$ cat src/rtl/key_sequencer.sv
// Keypad-driven operand/opcode entry sequencer: debounces KP, collects A, B and opcode,
// starts the ALU, then waits for completion or a timeout before showing the outcome.
module key_sequencer #(
   parameter int DEBOUNCE = 4,
   parameter int TIMEOUT  = 16
) (
   input  logic       clk,
   input  logic       reset,
   input  logic [3:0] KB,
   input  logic       KP,
   input  logic       alu_done,
   output logic [3:0] op_a,
   output logic [3:0] op_b,
   output logic [3:0] opcode,
   output logic       alu_start,
   output logic       busy,
   output logic       result_valid,
   output logic       err,
   output logic [2:0] state
);

   localparam logic [2:0] S_GET_A  = 3'd0;
   localparam logic [2:0] S_GET_B  = 3'd1;
   localparam logic [2:0] S_GET_OP = 3'd2;
   localparam logic [2:0] S_RUN    = 3'd3;
   localparam logic [2:0] S_SHOW   = 3'd4;

   localparam logic [7:0]  DB_LAST  = 8'(DEBOUNCE - 1);
   localparam logic [15:0] TMO_LAST = 16'(TIMEOUT - 1);

   logic       sync1_q, sync2_q;
   logic [7:0] db_cnt_q, db_cnt_d;
   logic       pressed_q, pressed_d;
   logic       key_evt, key_clr;

   logic [15:0] tmo_cnt_q, tmo_cnt_d;
   logic        run_wait, tmo_hit;

   logic [2:0] state_q, state_d;
   logic [3:0] op_a_q, op_a_d, op_b_q, op_b_d, opcode_q, opcode_d;
   logic       alu_start_q, alu_start_d;
   logic       result_valid_q, result_valid_d;
   logic       err_q, err_d;

   // The counter tracks how long the synchronized level has disagreed with the
   // accepted level; only a full DEBOUNCE-long run flips it, and only rising flips emit an event.
   always_comb begin
      db_cnt_d  = '0;
      pressed_d = pressed_q;
      key_evt   = 1'b0;
      if (sync2_q != pressed_q) begin
         if (db_cnt_q == DB_LAST) begin
            pressed_d = sync2_q;
            key_evt   = sync2_q;
         end else begin
            db_cnt_d = db_cnt_q + 8'd1;
         end
      end
   end

   assign key_clr = (KB == 4'hF);

   // The start cycle itself is excluded from both completion and timeout counting.
   assign run_wait  = (state_q == S_RUN) && !alu_start_q;
   assign tmo_hit   = run_wait && (tmo_cnt_q == TMO_LAST);
   assign tmo_cnt_d = run_wait ? tmo_cnt_q + 16'd1 : '0;

   always_ff @(posedge clk or posedge reset) begin
      if (reset) begin
         sync1_q        <= 1'b0;
         sync2_q        <= 1'b0;
         db_cnt_q       <= '0;
         pressed_q      <= 1'b0;
         tmo_cnt_q      <= '0;
         state_q        <= S_GET_A;
         op_a_q         <= '0;
         op_b_q         <= '0;
         opcode_q       <= '0;
         alu_start_q    <= 1'b0;
         result_valid_q <= 1'b0;
         err_q          <= 1'b0;
      end else begin
         sync1_q        <= KP;
         sync2_q        <= sync1_q;
         db_cnt_q       <= db_cnt_d;
         pressed_q      <= pressed_d;
         tmo_cnt_q      <= tmo_cnt_d;
         state_q        <= state_d;
         op_a_q         <= op_a_d;
         op_b_q         <= op_b_d;
         opcode_q       <= opcode_d;
         alu_start_q    <= alu_start_d;
         result_valid_q <= result_valid_d;
         err_q          <= err_d;
      end
   end

   always_comb begin
      state_d = state_q;
      case (state_q)
         S_GET_A:  if (key_evt && !key_clr) state_d = S_GET_B;
         S_GET_B:  if (key_evt) state_d = key_clr ? S_GET_A : S_GET_OP;
         S_GET_OP: if (key_evt) state_d = key_clr ? S_GET_A : S_RUN;
         S_RUN:    if ((run_wait && alu_done) || tmo_hit) state_d = S_SHOW;
         S_SHOW:   if (key_evt) state_d = S_GET_A;
         default:  state_d = S_GET_A;
      endcase
   end

   always_comb begin
      op_a_d         = op_a_q;
      op_b_d         = op_b_q;
      opcode_d       = opcode_q;
      alu_start_d    = 1'b0;
      result_valid_d = result_valid_q;
      err_d          = err_q;
      case (state_q)
         S_GET_A, S_GET_B, S_GET_OP: begin
            if (key_evt && key_clr) begin
               op_a_d   = '0;
               op_b_d   = '0;
               opcode_d = '0;
            end else if (key_evt) begin
               if (state_q == S_GET_A) op_a_d = KB;
               else if (state_q == S_GET_B) op_b_d = KB;
               else begin
                  opcode_d    = KB;
                  alu_start_d = 1'b1;
               end
            end
         end
         S_RUN: begin
            if (run_wait && alu_done) result_valid_d = 1'b1;
            else if (tmo_hit) err_d = 1'b1;
         end
         S_SHOW: begin
            if (key_evt) begin
               op_a_d         = '0;
               op_b_d         = '0;
               opcode_d       = '0;
               result_valid_d = 1'b0;
               err_d          = 1'b0;
            end
         end
         default: begin
            result_valid_d = 1'b0;
            err_d          = 1'b0;
         end
      endcase
   end

   assign op_a         = op_a_q;
   assign op_b         = op_b_q;
   assign opcode       = opcode_q;
   assign alu_start    = alu_start_q;
   assign busy         = (state_q == S_RUN);
   assign result_valid = result_valid_q;
   assign err          = err_q;
   assign state        = state_q;

endmodule

$ cat config.mk
export PLATFORM = sky130hd
export DESIGN_NAME = key_sequencer
export DESIGN_NICKNAME = d
export VERILOG_FILES = /design/src/rtl/key_sequencer.sv
export SDC_FILE = /design/constraint.sdc
export NUM_CORES = 1
export LEC_CHECK = 0
export CAP_MARGIN = 20
export CORE_MARGIN = 2
export CORE_UTILIZATION = 40
export DETAILED_ROUTE_END_ITERATION = 7
export PLACE_DENSITY_LB_ADDON = 0.12
export SLEW_MARGIN = 20
export SYNTH_ARGS = -nofsm -noshare
export SYNTH_HDL_FRONTEND = slang
export SYNTH_SLANG_ARGS = --single-unit
$ cat constraint.sdc
create_clock -name clk -period 2.56 [get_ports clk]
set_input_delay 0.256 -clock clk [delete_from_list [all_inputs] [get_ports clk]]
set_output_delay 0.256 -clock clk [all_outputs]
set_load 0.05 [all_outputs]
After elaboration in Yosys (flattened, before gate mapping)
Index checks and enable logic that the tools add are counted.

Register bits after elaboration: 45. Latch bits: 0. Memory bits (writable): 0. Memory bits (read-only): 0. Bits of input ports: 8. Output and inout bits: 19. Memories: 0.

Add/subtract/negate cells: 2. Multipliers: 0. Div/mod/pow operators: 0. $lt $le $gt $ge: 0. Equality and inequality tests: 21. Shifts and indexed selects: 0. Mux-type cells: 39. Bitwise gates (word level): 1. Reductions and logical operators: 18.

Operator list (number): $mux 4 (12); $pmux 4 s2 (3); $add 16x1->16 const B (1); $eq 16x4->1 const B (1); $mux 16 (1); $mux 8 (2); $mux 3 (5); $ne 3x3->1 const B (5); $pmux 3 s5 (1); $reduce_and 5->1 (3); $mux 1 (11); $ne 2x2->1 const B (5); $add 8x1->8 const B (1); $eq 8x2->1 const B (1); $reduce_and 4->1 (2); $eq 3x2->1 const B (2); $ne 2x1->1 const B (3); $pmux 1 s3 (2); $logic_and 1x1->1 (5); $eq 4x4->1 const B (1); $mux 2 (2); $eq 3x1->1 const B (1); $eq 3x3->1 const B (1); $logic_not 3->1 (1); 8 further kinds (9).

Logic depth before layout (Yosys ltp)
Depth after elaboration: 6. Gate-level depth with buffers: 6. Gate-level depth less buffers: 5.

Least setup slack after synthesis
OpenSTA, ideal clock, no wires.

Kind: reg-to-reg. Start: register db_cnt_q[0]. End: register op_a_q[0] (netlist: op_a[0]). Library setup time: 0.125 ns. Arrival time: 1.941 ns. Slack: 0.494 ns. Cell stages (with the launch flop): 6. Period minus slack after synthesis: 2.066 ns. Cell sequence: dfrtp_1 > ha_1 > or3b_2 > nor4_4 > and2_2 > mux2_2.

Word-level cells in the longest chain between the ends: 6. Elaborated cells on any way between the ends: 10. Those cells by class: eq/ne (4); mux (4); reduce/logical (2).

RTL lines: start, declared (line 32) `logic [7:0] db_cnt_q, db_cnt_d;`; start signal, assigned (line 85) `db_cnt_q <= db_cnt_d;`; $eq 8x2->1 * (line 52) `if (db_cnt_q == DB_LAST) begin`; $mux 1 * (line 52); $mux 1 * (line 51) `if (sync2_q != pressed_q) begin`; $logic_and 1x1->1 (line 119) `if (key_evt && key_clr) begin`; $ne 3x3->1 (no line) / $mux 4 (equally long branches); $reduce_and 4->1 (no line) / $pmux 4 s2 (equally long branches); end signal, assigned (line 89) `op_a_q <= op_a_d;`; end, declared (line 40) `logic [3:0] op_a_q, op_a_d, op_b_q, op_b_d, opcode_q, opcode_d;`.

Every way passes the cells marked *; elsewhere a longest branch is shown, timed or not. A chain may end at the register's enable or synchronous reset.

Final worst setup path
Start: register state_q[1] (netlist: state[1]). End: output busy.

Word-level cells in the longest chain between the ends: 1.

RTL lines: start, declared (line 39) `logic [2:0] state_q, state_d;`; start signal, assigned (line 88) `state_q <= state_d;`; $eq 3x2->1 (line 156) `assign busy = (state_q == S_RUN);`; end, declared (line 16) `output logic busy,`.

Every way passes these cells.

==> flow_summary_export.csv <==
group,metric,value,unit
clock_network,cts_num_sinks,45,
sta,slew_viol_final,0,
global_routing,grtUsageTotal,15.6,%
clock_network,root_buffer,"clkbuf_8",
synth,synthesis.instances,196,
worst_setup_path,slowest_stage,"clkdlybuf4s50_1",
clock_network,path_clk_slew,0.08,ns
clock_network,insertion_delay,0.30,ns
power_and_ir_drop,swShare,39.1,%
power_and_ir_drop,power,2.25,mW
die,die_area,5920,um^2
sta,finalCriticalPeriod,2.27,ns
finish,syn_to_final_growth,20.2,%
power_and_ir_drop,max-vdd-ir-drop,0.000540,V
global_routing,grt_antenna_before_repair,0,
power_and_ir_drop,power_frac_seq,42.6,%
clock_network,cts_buffers,5,
detailed_routing,totalWireLength,4310,um
synth,synth-async-reset-ratio,100,%
synth,synth.most_common_cell,"dfrtp_1",
min_path,hold_path_class,"in -> async",
finish,num-fill-cells,477,
power_and_ir_drop,p_comb_share,38.3,%
sta,setup_slack,0.289,ns
global_routing,grt_pass1_vias,1521,
sta,grt_setup_unrepaired,"false",
die,start_util,41.7,%
synth,synth-edff-count,0,
sta,final-setup-viol-count,0,
worst_setup_path,critPathBufInv,1,
detailed_routing,wl_met3,191,um
synth,seq_area_frac_synth,52.9,%
finish,fin_cells,296,
detailed_routing,top_layer_used,"met4",
worst_setup_path,startpoint_type,"flip-flop",
place,placed_area,2470,um^2
synth,synth_seq_cells,45,
worst_setup_path,cp_cell_sequence,"nand2_1 -> nor2_1 -> clkdlybuf4s50_1",
detailed_routing,wl_per_cell,14.5,um
die,core,5110,um^2
global_routing,grt_first_pass_wirelength,7300,um
clock_network,cts_resized,0,
synth,syn_nets,206,
power_and_ir_drop,power.density,881,nW/um^2
synth,synth_top_area_share,52.9,%
synth,avgSynthCellArea,10.9,um^2
detailed_routing,wl_met1,2120,um
worst_setup_path,cp_top_family,"buffers and inverters",
die,die_h,76.9,um
worst_setup_path,worstSetupPathType,"reg -> out",
detailed_routing,drt_first_pass_iters,4,
clock_network,htree_levels,2,
finish,layout.nets,236,
finish,drive_above_1_share,11.9,%
place,place_ws,0.367,ns
die,io_pins,27,
place,dp.cells,289,
outcome,outcome,"completed",
synth,netlist_area,2130,um^2
worst_setup_path,cp_max_fo,11,
sta,finalSetupTns,0,ns
sta,max_freq,0.440,GHz
clock_network,post_cts_buffers,0,
detailed_routing,num_vias,1548,
global_routing,grt-ovfl-total,0,
clock_network,cts_hold_buffers,0,
synth,synth_top_area_cell,"dfrtp_1",
worst_setup_path,crit_required,2.30,ns
finish,final_area,2560,um^2
finish,diodes,0,
sta,finClkSkew,0.0111,ns
synth,synth_area_leaders,"dfrtp_1 (53%), mux2_2 (6.9%), xor2_1 (4.1%)",
worst_setup_path,arrival,2.01,ns
worst_setup_path,crit_path_max_incr_delay,0.84,ns
place,hpwl,3180,um
sta,hold_viol,0,
detailed_routing,drt-initial-drc-count,88,
place,port_buffers,26,
detailed_routing,postRouteAntennaNets,0,
power_and_ir_drop,power_switching,0.882,mW
power_and_ir_drop,power_leakage,1.07,nW
die,die_w,76.9,um
place,globalplace.congestion,0.836,
clock_network,cts_buffer_depth,2,
sta,tightest_slew,0.802,ns
power_and_ir_drop,clock_power_share,19.1,%
sta,slew_headroom,46.1,%
worst_setup_path,crit_path_end_kind,"output port",
synth,synth_common_cells,"dfrtp_1 (45), nor2_1 (19), mux2_2 (13)",
detailed_routing,drc,0,
sta,period_share,88.7,%
flow_run,maxCapViolCount,0,
synth,synth.distinct_cells,38,
synth,synth_ff_type,"dfrtp_1",
die,floorplan.rows,26,
power_and_ir_drop,internal-power,1.37,mW
synth,yosysWarningCount,0,
worst_setup_path,r2r_setup_slack,0.32,ns
clock_network,cts_tree,"built",
global_routing,grt_max_degree,24,
detailed_routing,met2_length,1940,um
detailed_routing,via_per_inst,5.23,
[cell families (layout without fill, tap and decap cells)]
kind of cell	count (synthesis)	after routing	share of synthesized area (%)
AOI/OAI and AO/OA	19	19	6.23
xor gates and xnor gates	16	16	6.58
adders and majority gates	3	3	1.65
DFF	45	45	52.9
and+or+nand+nor	92	92	24.0
muxes	14	14	7.35
buffers and inverters	7	37	1.23
[layer usage]
layer,GRT usage (%),vias up
met5,0,-
met4,5.27,0
met3,4.24,6
met2,23.1,39
met1,22.1,740
li1,-,763
[registers in the layout (all words and copies together), names as in the netlist]
register / flops
tmo_cnt_q: 16
db_cnt_q: 8
op_a: 4
op_b: 4
opcode: 4
state: 3
alu_start: 1
err: 1
pressed_q: 1
result_valid: 1
sync1_q: 1
sync2_q: 1
[area by class of cell]
type	count	area (um^2)	share of cell area, %
repair buffers	28	275	10.8
clock buffers	7	86.3	3.37
multi-input cells	144	976	38.1
inverters	2	7.51	0.293
well taps	70	87.6	3.42
flip-flops and latches	45	1130	44.0
[worst register-to-register path: stages (launching register included)]
cell and delay, ns:
dfrtp_1 0.41, ha_1 0.26, or3b_2 0.51, nor4_4 0.34, and2_2 0.26, mux2_2 0.34
[worst paths after layout]
| kind | startpoint | end | cells past startpoint |
|---|---|---|---|
| max in group asynchronous | reset | db_cnt_q[1]$_DFF_PP0_ | 3 |
| worst max register to register | db_cnt_q[0]$_DFF_PP0_ | op_a[1]$_DFFE_PP0P_ | 5 |
| worst min-delay path | reset | tmo_cnt_q[3]$_DFF_PP0_ | 3 |
| worst min register to register | sync1_q$_DFF_PP0_ | sync2_q$_DFF_PP0_ | 0 |
| min in group clk | sync1_q$_DFF_PP0_ | sync2_q$_DFF_PP0_ | 0 |
| worst max-delay path | state[1]$_DFFE_PP0P_ | busy | 3 |
[power groups by stage]
| stage | Combinational [mW] | Sequential [mW] | Clock [mW] |
|---|---|---|---|
| final | 0.864 | 0.959 | 0.430 |
| after global routing | 0.907 | 0.980 | 0.487 |
| after CTS | 0.872 | 0.959 | 0.448 |
| after detailed placement | 0.868 | 0.968 | 0 |
| after global placement | 0.862 | 0.959 | 0 |
| after floorplan | 0.281 | 1.27 | 0 |
[layout by cell type (no fill, tap or decap), types with 2 or more instances in the layout]
cell | synthesis | routed
a22o_1 | 2 | 2
nor2b_1 | 3 | 3
nor3_1 | 6 | 6
buf_4 | 0 | 2
xnor2_1 | 6 | 6
o21ai_0 | 5 | 5
or3_1 | 5 | 5
clkbuf_8 | 0 | 6
nand2_1 | 10 | 10
and2_1 | 6 | 6
nand3_1 | 12 | 12
ha_1 | 2 | 2
nand4_1 | 6 | 6
and4_1 | 2 | 2
nand2b_1 | 5 | 5
a21oi_1 | 3 | 3
nor2_1 | 19 | 19
nor4_1 | 5 | 5
nor3b_1 | 2 | 2
mux2_2 | 13 | 13
dfrtp_1 | 45 | 45
and3_1 | 6 | 6
xor2_1 | 10 | 10
clkdlybuf4s50_1 | 0 | 26
a31oi_1 | 2 | 2
[metrics by stage]
step	hold slack, ns	utilization, %
finish	0.304	50.1
global route	0.344	50.1
CTS	0.311	50.1
detailed placement	0.342	48.4
global placement	0.342	48.4
floorplan	0.287	-
Power figures use the tool's default switching activity.
==> patch: new RTL, same settings <==
Put one more register stage on the output `opcode`, without a reset. The value now appears one clock later. The other outputs are not delayed to match.
--- a/src/rtl/key_sequencer.sv
+++ b/src/rtl/key_sequencer.sv
@@ -151,7 +151,9 @@
 
    assign op_a         = op_a_q;
    assign op_b         = op_b_q;
-   assign opcode       = opcode_q;
+   always_ff @(posedge clk) begin
+      opcode <= opcode_q;
+   end
    assign alu_start    = alu_start_q;
    assign busy         = (state_q == S_RUN);
    assign result_valid = result_valid_q;
Behaviour: same outputs for any inputs over 10 cycles, from zero or initial values and one cycle with reset high; that may be too few to reach the edited logic, so the function may still have changed.
==> patch against the original RTL <==
Largest power group unchanged; sequential cell count grew 4; area after synthesis grew 2.6%; die area grew 2.5%; sequential power grew 11%; design area grew 3.4%; maximum frequency grew 1.6%; total power grew 14%; routed wire length shrank 5.5%; critical path type unchanged; setup slack gained 0.035 ns.
==> patch: results (changes against the original RTL) <==
Critical path
The end of the worst register-to-register path was op_a[1]$_DFFE_PP0P_ (unchanged). The register-to-register setup slack is 0.55 ns (was 0.32 ns). The reg-to-reg startpoint is db_cnt_q[0]$_DFF_PP0_ (unchanged). The library cell contributing the largest single delay on the critical path is clkdlybuf4s50_1 (unchanged). The longest individual stage delay on the worst path is 0.81 ns (was 0.84 ns). The critical-path maximum fanout was 12 (was 11). The cell type group with the largest total delay on the critical path is buffers and inverters (unchanged). The worst reg-to-reg path cell count is 5 (unchanged). The arrival time at the worst endpoint is 1.98 ns (was 2.01 ns).

Clock tree
The library cell used as clock root buffer is clkbuf_8 (unchanged). The total number of H-tree levels is 2 (unchanged). The insertion delay to the later sink of the worst-skew pair came to 0.30 ns (about the same). The post-cts gate resize count is 0 (unchanged).

After clock tree synthesis, the clock-pin slew on the worst setup and hold paths is 0.09 ns. The post-CTS setup buffer count is 0 (unchanged).

Logic synthesis
The share of synthesized flip-flops with an asynchronous set or reset is 0.918 (was 1.00). The number of enable-type register cells in the synthesized netlist is 0 (unchanged). Post-synth top cells: 45 x dfrtp_1, 31 x nor2_1, 15 x nand3_1 (was 45 x dfrtp_1, 19 x nor2_1, 13 x mux2_2). The portion of the post-synthesis area used by sequential elements is 0.552 (was 0.529). The count of yosys warnings during synthesis is 0 (unchanged).

The post-synthesis net count was 209 (was 206). The distinct cell type count of the synthesized netlist came to 34 (was 38). Top cells by area, synth: dfrtp_1 52%, mux2_2 6.7%, nor2_1 5.3%, xnor2_1 5.2%, dfxtp_1 3.7% (was dfrtp_1 53%, mux2_2 6.9%, xor2_1 4.1%, nor2_1 3.4%, nand3_1 2.8%).

Cells and area
The fraction of final layout cells with drive strength greater than 1 was 0.134 (was 0.119). Biggest regs: tmo_cnt_q (16), db_cnt_q (8) (unchanged). The number of inserted diodes was 0 (unchanged). The total number of nets in the final design came to 240 (was 236).

Route
The count of vias placed by the detailed router is 1493 (was 1548). The detailed-router iteration count before antenna repair came to 4 (unchanged). The average detailed-routed wire length per instance is 13.5 µm (was 14.5 µm). The number of DRC markers in iteration 0 came to 42 (was 88).

Pwr
The worst voltage drop across the vdd grid came to 0.000475 V (was 0.000540 V). The total net switching power is 980 µW (was 882 µW). The leakage power is 1.12 nW (was 1.07 nW). The sequential fraction of design power is 0.411 (was 0.426).

GRT
The global routing usage summed across all routing layers is 0.148 (was 0.156). The maximum number of pins on one net before global-route repair is 21 (was 24). The initial antenna violation count came to 0 (unchanged). The first-pass GRT wire length is 7000 µm (was 7300 µm).

Placed design
The half-perimeter wire length after placement is 2960 µm (was 3180 µm). The post-detailed-placement cell area is 0.00253 mm² (was 0.00247 mm²). The final RePlAce weighted congestion came to 0.789 (was 0.836).

Timing
The setup skew after layout is 0.00878 ns (was 0.0111 ns). The headroom to the max-slew limit is 0.648 (was 0.461).

Worst hold path
The class of the most critical hold timing path is primary input to async pin (unchanged).

Status
Status: finished clean (unchanged).
[patch: cell types whose count changed after synthesis, sizes merged, moves of 3 or more]
cell / change
a21oi: -3
and2: -7
nand2b: -4
inv: +5
nand3: +4
nor2: +12
or3: -5
xnor2: +7
dfxtp: +4
nor3: +4
clkbuf: -3
[patch: routing by layer]
layer | vias to the layer above | track usage | wire, µm
met1 | 721 | 0.185 | 1910
met3 | 2 | 0.0384 | 100
met5 | - | 0 | 0
met4 | 0 | 0.0421 | 25
met2 | 17 | 0.253 | 2040
li1 | 753 | - | -
[patch: power groups by stage]
| stage | Combinational [mW] | Sequential, mW | Clock, mW |
|---|---|---|---|
| after global routing | 1.01 | 1.09 | 0.616 |
| after CTS | 0.955 | 1.06 | 0.582 |
| after detailed placement | 0.953 | 1.08 | 0 |
| after floorplan | 0.334 | 1.39 | 0 |
| after global placement | 0.955 | 1.07 | 0 |
| final | 0.945 | 1.06 | 0.568 |
[patch: through the flow]
step           cells  hold WS, ns  setup slack [ns]
6_report         301        0.190             0.324
5_1_grt          301        0.222             0.243
4_1_cts          301        0.197             0.309
3_5_place_dp     293        0.344             0.543
3_3_place_gp     293        0.345             0.556
2_1_floorplan    199        0.287             0.651
[patch: worst max path at each step]
stage	cells past startpoint	from	to
after global routing	3	state[2]$_DFFE_PP0P_	busy
after CTS	3	state[2]$_DFFE_PP0P_	busy
after floorplan	5	state[2]$_DFFE_PP0P_	op_a[0]$_DFFE_PP0P_
after global placement	5	KB[2]	op_b[0]$_DFFE_PP0P_
final	3	state[2]$_DFFE_PP0P_	busy
after detailed placement	5	db_cnt_q[0]$_DFF_PP0_	op_a[1]$_DFFE_PP0P_
[patch: cell families after synthesis]
group,Yosys count,synth area share
muxes,14,0.0716
xor gates and xnor gates,21,0.0842
DFF,49,0.552
adders and majority gates,2,0.0115
buffers and inverters,11,0.0200
AOI/OAI and AO/OA,6,0.0183
and+or+nand+nor,96,0.242
[patch: worst reg2reg max path: cells and delay by family (launching register included)]
family        cells  cell delay (ns)
flops             1             0.42
simple gates      3             0.86
mux               1             0.38
fa+ha+maj         1             0.24
[patch: final cells by class]
cell class / instances / area [µm²]
sequential: 49 / 1210
timing repair buffer: 28 / 275
tap: 70 / 87.6
clock inverter: 1 / 30.0
fill: 511 / 2560
multi-input combinational: 139 / 935
clock buffer: 7 / 86.3
inverter: 7 / 26.3
